[src/rtl/lsu_pkg.sv]
// Shared definitions for the load/store alignment unit: funct3 encodings,
// FSM states and access-size decode helpers.
package lsu_pkg;

    localparam logic [2:0] F3_B    = 3'b000;
    localparam logic [2:0] F3_H    = 3'b001;
    localparam logic [2:0] F3_W    = 3'b010;
    localparam logic [2:0] F3_D    = 3'b011;
    localparam logic [2:0] F3_BU   = 3'b100;
    localparam logic [2:0] F3_HU   = 3'b101;
    localparam logic [2:0] F3_WU   = 3'b110;
    localparam logic [2:0] F3_RSVD = 3'b111;

    typedef enum logic [1:0] {
        ST_IDLE  = 2'd0,
        ST_BEAT0 = 2'd1,
        ST_BEAT1 = 2'd2,
        ST_RESP  = 2'd3
    } lsu_state_e;

    function automatic logic [3:0] size_bytes(input logic [1:0] sz);
        return 4'd1 << sz;
    endfunction

    function automatic logic [7:0] size_mask(input logic [1:0] sz);
        return 8'((9'd1 << size_bytes(sz)) - 9'd1);
    endfunction

    function automatic logic is_illegal(input logic we, input logic [2:0] f3, input int xlen);
        return (f3 == F3_RSVD) || (we && f3[2]) ||
               ((xlen == 32) && ((f3 == F3_D) || (f3 == F3_WU)));
    endfunction

endpackage

[src/rtl/lsu_align_load_ext.sv]
// Sign/zero extension of an LSB-justified load value to the full datapath width.
module load_ext
    import lsu_pkg::*;
#(
    parameter int XLEN = 32
) (
    input  logic [XLEN-1:0] raw_i,
    input  logic [1:0]      size_i,
    input  logic            unsigned_i,
    output logic [XLEN-1:0] ext_o
);

    logic [6:0] nbits;
    logic       sign;

    always_comb begin
        nbits = 7'd8 << size_i;
        case (size_i)
            2'd0:    sign = raw_i[7];
            2'd1:    sign = raw_i[15];
            2'd2:    sign = raw_i[31];
            default: sign = raw_i[XLEN-1];
        endcase
        for (int i = 0; i < XLEN; i++) begin
            ext_o[i] = (i < int'(nbits)) ? raw_i[i] : (sign & ~unsigned_i);
        end
    end

endmodule

[src/rtl/lsu_align.sv]
// Load/store alignment unit: turns byte-addressed RISC-V accesses into
// line-aligned memory beats, splitting line-crossing accesses into two beats.
module lsu_align
    import lsu_pkg::*;
#(
    parameter int XLEN        = 32,
    parameter int MISALIGN_EN = 1
) (
    input  logic              clk,
    input  logic              rst_n,
    input  logic              req_valid,
    output logic              req_ready,
    input  logic              req_we,
    input  logic [2:0]        req_funct3,
    input  logic [XLEN-1:0]   req_addr,
    input  logic [XLEN-1:0]   req_wdata,
    output logic              mem_valid,
    input  logic              mem_ready,
    output logic              mem_we,
    output logic [XLEN-1:0]   mem_addr,
    output logic [XLEN/8-1:0] mem_wstrb,
    output logic [XLEN-1:0]   mem_wdata,
    input  logic [XLEN-1:0]   mem_rdata,
    output logic              resp_valid,
    input  logic              resp_ready,
    output logic [XLEN-1:0]   resp_rdata,
    output logic              resp_err,
    output logic [1:0]        dbg_state
);

    // Handshakes: a transfer happens on a rising edge where valid && ready;
    // the sender holds its payload stable while valid && !ready.
    localparam int NB   = XLEN / 8;
    localparam int OFFW = $clog2(NB);
    localparam int WB   = 2 * NB;

    lsu_state_e state_q, state_d;

    logic              we_q;
    logic [2:0]        f3_q;
    logic [OFFW-1:0]   off_q;
    logic [XLEN-1:0]   line_q;
    logic              cross_q;
    logic              err_q;
    logic [2*XLEN-1:0] wide_q;
    logic [WB-1:0]     mask_q;
    logic [2*XLEN-1:0] rbuf_q;

    logic [OFFW-1:0]   req_off;
    logic [4:0]        req_end;
    logic              req_cross;
    logic              req_bad;
    logic [2*XLEN-1:0] req_wide;
    logic [WB-1:0]     req_mask;
    logic              accept;
    logic [XLEN-1:0]   load_raw;
    logic [XLEN-1:0]   load_ext_val;

    assign req_off   = req_addr[OFFW-1:0];
    assign req_end   = 5'(req_off) + 5'(size_bytes(req_funct3[1:0]));
    assign req_cross = req_end > 5'(NB);
    assign req_bad   = is_illegal(req_we, req_funct3, XLEN) || (req_cross && (MISALIGN_EN == 0));
    assign req_wide  = {{XLEN{1'b0}}, req_wdata} << {req_off, 3'b000};
    assign req_mask  = WB'(size_mask(req_funct3[1:0])) << req_off;
    assign accept    = req_valid && (state_q == ST_IDLE);
    assign dbg_state = state_q;

    // Both beats land in a double-width buffer at their own lanes, so shifting
    // right by the offset yields the access bytes LSB-first.
    assign load_raw = XLEN'(rbuf_q >> {off_q, 3'b000});

    load_ext #(.XLEN(XLEN)) u_load_ext (
        .raw_i      (load_raw),
        .size_i     (f3_q[1:0]),
        .unsigned_i (f3_q[2]),
        .ext_o      (load_ext_val)
    );

    always_ff @(posedge clk or negedge rst_n) begin
        if (!rst_n) begin
            state_q <= ST_IDLE;
            we_q    <= 1'b0;
            f3_q    <= 3'b000;
            off_q   <= '0;
            line_q  <= '0;
            cross_q <= 1'b0;
            err_q   <= 1'b0;
            wide_q  <= '0;
            mask_q  <= '0;
            rbuf_q  <= '0;
        end else begin
            state_q <= state_d;
            if (accept) begin
                we_q    <= req_we;
                f3_q    <= req_funct3;
                off_q   <= req_off;
                line_q  <= {req_addr[XLEN-1:OFFW], {OFFW{1'b0}}};
                cross_q <= req_cross;
                err_q   <= req_bad;
                wide_q  <= req_wide;
                mask_q  <= req_mask;
            end
            if ((state_q == ST_BEAT0) && mem_ready) begin
                rbuf_q[XLEN-1:0] <= mem_rdata;
            end
            if ((state_q == ST_BEAT1) && mem_ready) begin
                rbuf_q[2*XLEN-1:XLEN] <= mem_rdata;
            end
        end
    end

    always_comb begin
        state_d    = state_q;
        req_ready  = 1'b0;
        mem_valid  = 1'b0;
        mem_we     = 1'b0;
        mem_addr   = '0;
        mem_wstrb  = '0;
        mem_wdata  = '0;
        resp_valid = 1'b0;
        resp_err   = 1'b0;
        resp_rdata = '0;
        case (state_q)
            ST_IDLE: begin
                req_ready = 1'b1;
                if (req_valid) begin
                    state_d = req_bad ? ST_RESP : ST_BEAT0;
                end
            end
            ST_BEAT0: begin
                mem_valid = 1'b1;
                mem_we    = we_q;
                mem_addr  = line_q;
                if (we_q) begin
                    mem_wstrb = mask_q[NB-1:0];
                    mem_wdata = wide_q[XLEN-1:0];
                end
                if (mem_ready) begin
                    state_d = cross_q ? ST_BEAT1 : ST_RESP;
                end
            end
            ST_BEAT1: begin
                mem_valid = 1'b1;
                mem_we    = we_q;
                mem_addr  = line_q + XLEN'(NB);
                if (we_q) begin
                    mem_wstrb = mask_q[WB-1:NB];
                    mem_wdata = wide_q[2*XLEN-1:XLEN];
                end
                if (mem_ready) begin
                    state_d = ST_RESP;
                end
            end
            ST_RESP: begin
                resp_valid = 1'b1;
                resp_err   = err_q;
                resp_rdata = (err_q || we_q) ? '0 : load_ext_val;
                if (resp_ready) begin
                    state_d = ST_IDLE;
                end
            end
            default: state_d = ST_IDLE;
        endcase
    end

endmodule

[config.mk]
export PLATFORM = sky130hd
export DESIGN_NAME = lsu_align
export DESIGN_NICKNAME = d
export VERILOG_FILES = /design/src/rtl/lsu_pkg.sv /design/src/rtl/lsu_align_load_ext.sv /design/src/rtl/lsu_align.sv
export SDC_FILE = /design/constraint.sdc
export NUM_CORES = 1
export LEC_CHECK = 0
export CORE_MARGIN = 2
export CORE_UTILIZATION = 45
export CTS_CLUSTER_SIZE = 25
export DETAILED_ROUTE_END_ITERATION = 10
export GPL_TIMING_DRIVEN = 1
export HOLD_SLACK_MARGIN = 0.02
export PLACE_DENSITY = 0.73
export SYNTH_ARGS = -nofsm -noshare
export SYNTH_HDL_FRONTEND = slang
export SYNTH_SLANG_ARGS = --single-unit
export TNS_END_PERCENT = 1
[constraint.sdc]
create_clock -name clk -period 5 [get_ports clk]
set_input_delay 1.25 -clock clk [delete_from_list [all_inputs] [get_ports clk]]
set_output_delay 1.25 -clock clk [all_outputs]
set_load 0.02 [all_outputs]
Word-level counts from Yosys, hierarchy flattened. Index checks and enable logic that the tools add are counted.

Logic and storage cells: 132. Bits in registers: 176. Bits of input ports: 105.

Bitwise operators: 2. Reduce and logical (&&, ||, !) cells: 12. Shift-type cells: 6. Eq/ne operators: 11. Mux-type cells: 54. Add/sub/neg operators: 3. Magnitude comparators: 33.

Operators by type and width (count): two-way mux 32 bit (4); one-hot mux 32 bit (2 select lines) (2); less-than comparator 5 x 7 -> 1 bit, first input constant (16); << shifter 32 x 5 -> 64 bit (1); >> shifter 64 x 5 -> 32 bit (1); less-than comparator 4 x 7 -> 1 bit, first input constant (8); two-way mux 1 bit (38); adder 32 x 3 -> 32 bit, second input constant (1); less-than comparator 3 x 7 -> 1 bit, first input constant (4); less-than comparator 1 x 7 -> 1 bit, first input constant (2); less-than comparator 2 x 7 -> 1 bit, first input constant (2); two-way mux 2 bit (5); two-way mux 4 bit (2); != test 2 bit, second input constant (4); one-hot mux 2 bit (4 select lines) (1); one-hot mux 4 bit (2 select lines) (1); << shifter 1 x 4 -> 8 bit, first input constant (1); << shifter 8 x 2 -> 8 bit (1); subtractor 8 x 1 -> 8 bit, second input constant (1); << shifter 4 x 2 -> 7 bit, first input constant (1); equality test 3 bit, second input constant (2); adder 2 x 4 -> 5 bit (1); > comparator 5 x 3 -> 1 bit, second input constant (1); equality test 2 x 1 -> 1 bit, second input constant (2); 11 further kinds (19).

Logic depth before layout (Yosys ltp).
Depth after elaboration: 6. Gate-level depth with buffers: 9. Gate-level depth less buffers: 8.

Cells and area by module. From an unflattened synthesis, not the netlist that was laid out.

Cells, all modules: 866. Area, all modules: 9246.4 µm².

Modules (own cells, without submodules): lsu_align (times used 1, cells each 799, area each 8918.6 µm², seq. area each 4003.8 µm²); load_ext (times used 1, cells each 67, area each 327.8 µm², seq. area each 0.0 µm²).

Worst setup path after synthesis. Ideal clock, no wire load.

Path kind: flip-flop to output port. From: register state_q[0] (netlist: dbg_state[0]). To: output port mem_addr[16]. Arrival: 2.363 ns. Slack: 1.387 ns. Data required time: 3.750 ns. Stages on the path, launching flop included: 8. Cells stage by stage: dfrtp_1 > inv_1 > ha_1 > and2_1 > clkbuf_1 > clkbuf_1 > nand3_1 > o31ai_1.

Longest elaborated chain between the ends: 2. Elaborated cells between the ends (all ways): 3. Those cells by class: eq/ne: 2; mux: 1.

Ends and longest elaborated chain: from (decl) (RTL line lsu_align.sv:37) `lsu_state_e state_q, state_d;`; from (signal assigned) (RTL line lsu_align.sv:92) `state_q <= state_d;`; equality test 2 bit or equality test 2 x 1 -> 1 bit (tied branches) (RTL line lsu_align.sv:123) `case (state_q)`; one-hot mux 32 bit (2 select lines) (*) (RTL line lsu_align.sv:123); to (decl) (RTL line lsu_align.sv:20) `output logic [XLEN-1:0] mem_addr,`.

Every way passes the cells marked *; elsewhere a longest branch is shown, timed or not.

Final worst setup path.
From: register state_q[0] (netlist: dbg_state[0]). To: output port mem_addr[28].

The elaborated chain is that of the path after synthesis.

==> flow_metrics.env <==
export IMPL_crit_fanout=16
export IMPL_syn_area_sq_mm=0.009224
export IMPL_initial_core_util_pct=45.73
export IMPL_grt_pass1_wl_um=41190
export IMPL_setup_viol=0
export IMPL_yosys_most_used_dff="sky130_fd_sc_hd__dfrtp_1"
export IMPL_number_of_search_and_repair_iterations_in_the_first_detailed_routing_pass=5
export IMPL_via_count=7764
export IMPL_final_skew_ns=0.006319
export IMPL_areaGrowthSynthToFinish_pct=32.16
export IMPL_slew_viol_final=0
export IMPL_i_o_pin_count=212
export IMPL_synth_top_cells_by_area="sky130_fd_sc_hd__dfrtp_1, sky130_fd_sc_hd__mux2_2, sky130_fd_sc_hd__mux4_2, sky130_fd_sc_hd__a22o_1, sky130_fd_sc_hd__o21ai_0"
export IMPL_tightest_slew_ns=0.9503
export IMPL_core_area_sq_mm=0.02017
export IMPL_synth_edf_count=0
export IMPL_wl_per_cell_um=19.53
export IMPL_die_h_um=147.2
export IMPL_synth_largest_area_cell="sky130_fd_sc_hd__dfrtp_1"
export IMPL_number_of_synthesized_register_bits=160
export IMPL_min_from="wide_q[31]"
export IMPL_post_drt_via_cell_ratio=5.886
export IMPL_final_layout_size_suffix_gt1_share_pct=19.92
export IMPL_totalWireLength_um=25760
export IMPL_worst_r2r_setup_slack_ns=2.63
export IMPL_ys_seq_area_share_pct=43.41
export IMPL_finalWorstPathRequiredPeriod_ns=4.557
export IMPL_post_route_cell_area_sq_mm=0.01219
export IMPL_place_congestion=0.9267
export IMPL_timing_hold_worst_class="flip-flop to flip-flop"
export IMPL_reg2reg_depth=6
export IMPL_finalCoreUtilization_pct=60.44
export IMPL_cts_bufs_inserted=17
export IMPL_cts_reportedPaths_clkPinSlew_ns=0.07
export IMPL_synth_lib_cells_used_distinct=56
export IMPL_wl_met3_um=1566
export IMPL_critical_register_to_register_path_endpoint="line_q[18]"
export IMPL_timing_max_cap_violations=0
export IMPL_placedInstanceArea_sq_mm=0.01151
export IMPL_cts_hold_buffers_added=0
export IMPL_yosys_warnings=0
export IMPL_fin_tns_setup_ns=0
export IMPL_dieArea_sq_mm=0.02166
export IMPL_relSlewSlack_pct=36.65
export IMPL_finish_cell_count_without_fillers=1319
export IMPL_crit_path_start_kind="flip-flop"
export IMPL_cts_post_setup_buffers_inserted=0
export IMPL_grt_antenna_before_repair=0
export IMPL_clock_fmax_ghz=0.2194
export IMPL_layout_nets=1149
export IMPL_synthesis_instances=864
export IMPL_drt_initial_drc_count=603
export IMPL_highest_signal_layer_in_the_routed_design="met4"
export IMPL_final_hold_violation_count=0
export IMPL_placement_rows=52
export IMPL_dp_cells=1287
export IMPL_worstPathRequired_ns=3.75
export IMPL_power_density_cell_area_mw_per_mm2=624.7
export IMPL_detail_route_drc_violations=0
export IMPL_remaining_global_route_overflow=0
export IMPL_grt_setup_unrepaired="no"
export IMPL_yosysTopAreaCellShare_pct=43.41
export IMPL_cp_arrival_ns=3.31
export IMPL_min_period_over_period_pct=91.15
export IMPL_first_global_vias=7526
export IMPL_grt_max_degree=103
export IMPL_power_static_leakage_nw=4.940
export IMPL_ctsResizeCount=0
export IMPL_place_detailed_hpwl_um=17740
export IMPL_clock_path_buffers=2
export IMPL_critical_path_endpoint_type="output pin"
export IMPL_power_ir_vdd_worst_mv=0.2771
export IMPL_outcome="completed"
export IMPL_cts_root_buf="sky130_fd_sc_hd__clkbuf_16"
export IMPL_post_synth_cell_area_avg_sq_um=10.68
export IMPL_route_met2_wl_um=12380
export IMPL_hold_depth=2
export IMPL_worstReg2RegStart="dbg_state[0]"
export IMPL_setup_worst_path_class="flip-flop to output pin"
export IMPL_ys_async_sr_fraction_pct=100.0
export IMPL_level_count_of_the_clock_h_tree=4
export IMPL_cts_tree="yes"
export IMPL_globalRouteTotalUtil_pct=23.86
export IMPL_antenna_left=0
export IMPL_hold_path_endpoint="wide_q[31]"
export IMPL_number_of_sinks_on_the_clock_net=160
export IMPL_metal1_wirelength_um=11270
export IMPL_fill_cells=1710
export IMPL_port_buffers=209
export IMPL_clock_latency_ns=0.42
export IMPL_number_of_diodes=0
export IMPL_die_w_um=147.2
[placed cells by master (no fill, tap or decap), types with 5 or more instances in the layout]
cell type,count
sky130_fd_sc_hd__nand2_1,83
sky130_fd_sc_hd__mux4_2,28
sky130_fd_sc_hd__inv_6,5
sky130_fd_sc_hd__o31ai_1,8
sky130_fd_sc_hd__nand4_1,14
sky130_fd_sc_hd__dfrtp_1,159
sky130_fd_sc_hd__nand3_1,15
sky130_fd_sc_hd__clkbuf_16,17
sky130_fd_sc_hd__a31oi_1,5
sky130_fd_sc_hd__nand2b_1,7
sky130_fd_sc_hd__mux2i_1,17
sky130_fd_sc_hd__clkdlybuf4s50_1,208
sky130_fd_sc_hd__inv_1,11
sky130_fd_sc_hd__buf_4,20
sky130_fd_sc_hd__a22o_1,46
sky130_fd_sc_hd__a221oi_1,8
sky130_fd_sc_hd__a22oi_1,11
sky130_fd_sc_hd__nor2_1,34
sky130_fd_sc_hd__a21oi_1,46
sky130_fd_sc_hd__mux2_2,108
sky130_fd_sc_hd__nor2b_1,6
sky130_fd_sc_hd__nor3_1,9
sky130_fd_sc_hd__and2_1,22
sky130_fd_sc_hd__ha_1,7
sky130_fd_sc_hd__bufinv_16,5
sky130_fd_sc_hd__o311ai_1,9
sky130_fd_sc_hd__and3_1,5
sky130_fd_sc_hd__o21ai_0,73
[how the worst max path moves through the flow]
| stage | startpoint | slack, ns | endpoint |
|---|---|---|---|
| after floorplan | dbg_state[0] | 1.39 | mem_addr[16] |
| after global placement | dbg_state[0] | 1.08 | mem_addr[28] |
| after CTS | dbg_state[0] | 0.47 | mem_addr[28] |
| after detailed placement | dbg_state[0] | 0.95 | mem_addr[28] |
| final | dbg_state[0] | 0.44 | mem_addr[28] |
| after global routing | dbg_state[0] | 0.28 | mem_addr[24] |
[area by class of cell]
type	count	area [sq um]	area share [%]
tap	270	337.8	2.771
sequential	160	4005	32.85
multi-input combinational	615	4858	39.85
clock buffer	18	439.2	3.603
clock inverter	14	241.5	1.981
inverter	12	45.04	0.3695
timing repair buffer	230	2263	18.57
[critical path, cell delays in order, from the launching register on]
cell and delay [ns]:
sky130_fd_sc_hd__dfrtp_1 0.47, sky130_fd_sc_hd__inv_1 0.10, sky130_fd_sc_hd__ha_1 0.53, sky130_fd_sc_hd__and2_1 0.58, sky130_fd_sc_hd__nand3_1 0.27, sky130_fd_sc_hd__o31ai_1 0.27
sky130_fd_sc_hd__clkdlybuf4s50_1 0.65
[routing by layer]
metal  vias up  global-route usage, %
met5         -                      0
met3        33                  4.379
met2       300                  38.29
met4         0                  7.740
met1      3870                  33.01
li1       3561                      -
[state kept, by name, summed over array words and instances, names as in the netlist]
register   flops
line_q        30
err_q          1
rbuf_q        56
we_q           1
off_q          2
f3_q           3
cross_q        1
mask_q         8
wide_q        56
dbg_state      2
[power by group]
group          total (mW)  switching, mW  internal, mW
clock                1.50          0.577         0.921
combinational        3.57           1.74          1.83
sequential           2.55          0.635          1.92
total                7.62           2.95          4.67
[synth_stat cells (4+ instances only)]
cell type                  count
sky130_fd_sc_hd__dfrtp_1     160
sky130_fd_sc_hd__mux2_2      108
sky130_fd_sc_hd__nand2_1      84
sky130_fd_sc_hd__o21ai_0      73
sky130_fd_sc_hd__clkbuf_1     52
sky130_fd_sc_hd__a21oi_1      46
sky130_fd_sc_hd__a22o_1       46
sky130_fd_sc_hd__nor2_1       34
sky130_fd_sc_hd__mux4_2       28
sky130_fd_sc_hd__and2_1       22
sky130_fd_sc_hd__mux2i_1      17
sky130_fd_sc_hd__nand3_1      15
sky130_fd_sc_hd__nand4_1      14
sky130_fd_sc_hd__a22oi_1      11
sky130_fd_sc_hd__buf_2        11
sky130_fd_sc_hd__inv_1        11
sky130_fd_sc_hd__buf_1        10
sky130_fd_sc_hd__nor3_1       10
sky130_fd_sc_hd__o311ai_1      9
sky130_fd_sc_hd__a221oi_1      8
sky130_fd_sc_hd__o31ai_1       8
sky130_fd_sc_hd__ha_1          7
sky130_fd_sc_hd__nand2b_1      7
sky130_fd_sc_hd__nor2b_1       6
sky130_fd_sc_hd__a31oi_1       5
sky130_fd_sc_hd__and3_1        5
sky130_fd_sc_hd__a31o_2        4
sky130_fd_sc_hd__and4_1        4
sky130_fd_sc_hd__o211ai_1      4
[stage by stage]
step / power (mW) / worst slack (ns) / hold WS (ns)
after global routing: 8.075 / 0.2811 / 0.5078
after detailed placement: 6.104 / 0.9529 / 0.4671
after global placement: 6.010 / 1.077 / 0.4596
final: 7.616 / 0.4426 / 0.4797
after floorplan: 4.825 / 1.387 / 0.4413
after CTS: 7.639 / 0.4720 / 0.4823
[cell families (layout without fill, tap and decap cells)]
family	Yosys count	count (layout)	synth area share (%)
and+or+nand+nor	212	212	11.64
muxes	155	155	22.11
adders and majority gates	8	8	1.167
other	1	2	0.04066
AOI/OAI and AO/OA	235	235	17.25
DFF	160	160	43.41
buffers and inverters	90	274	4.097
xor gates and xnor gates	3	3	0.2849
Power figures use the tool's default switching activity.
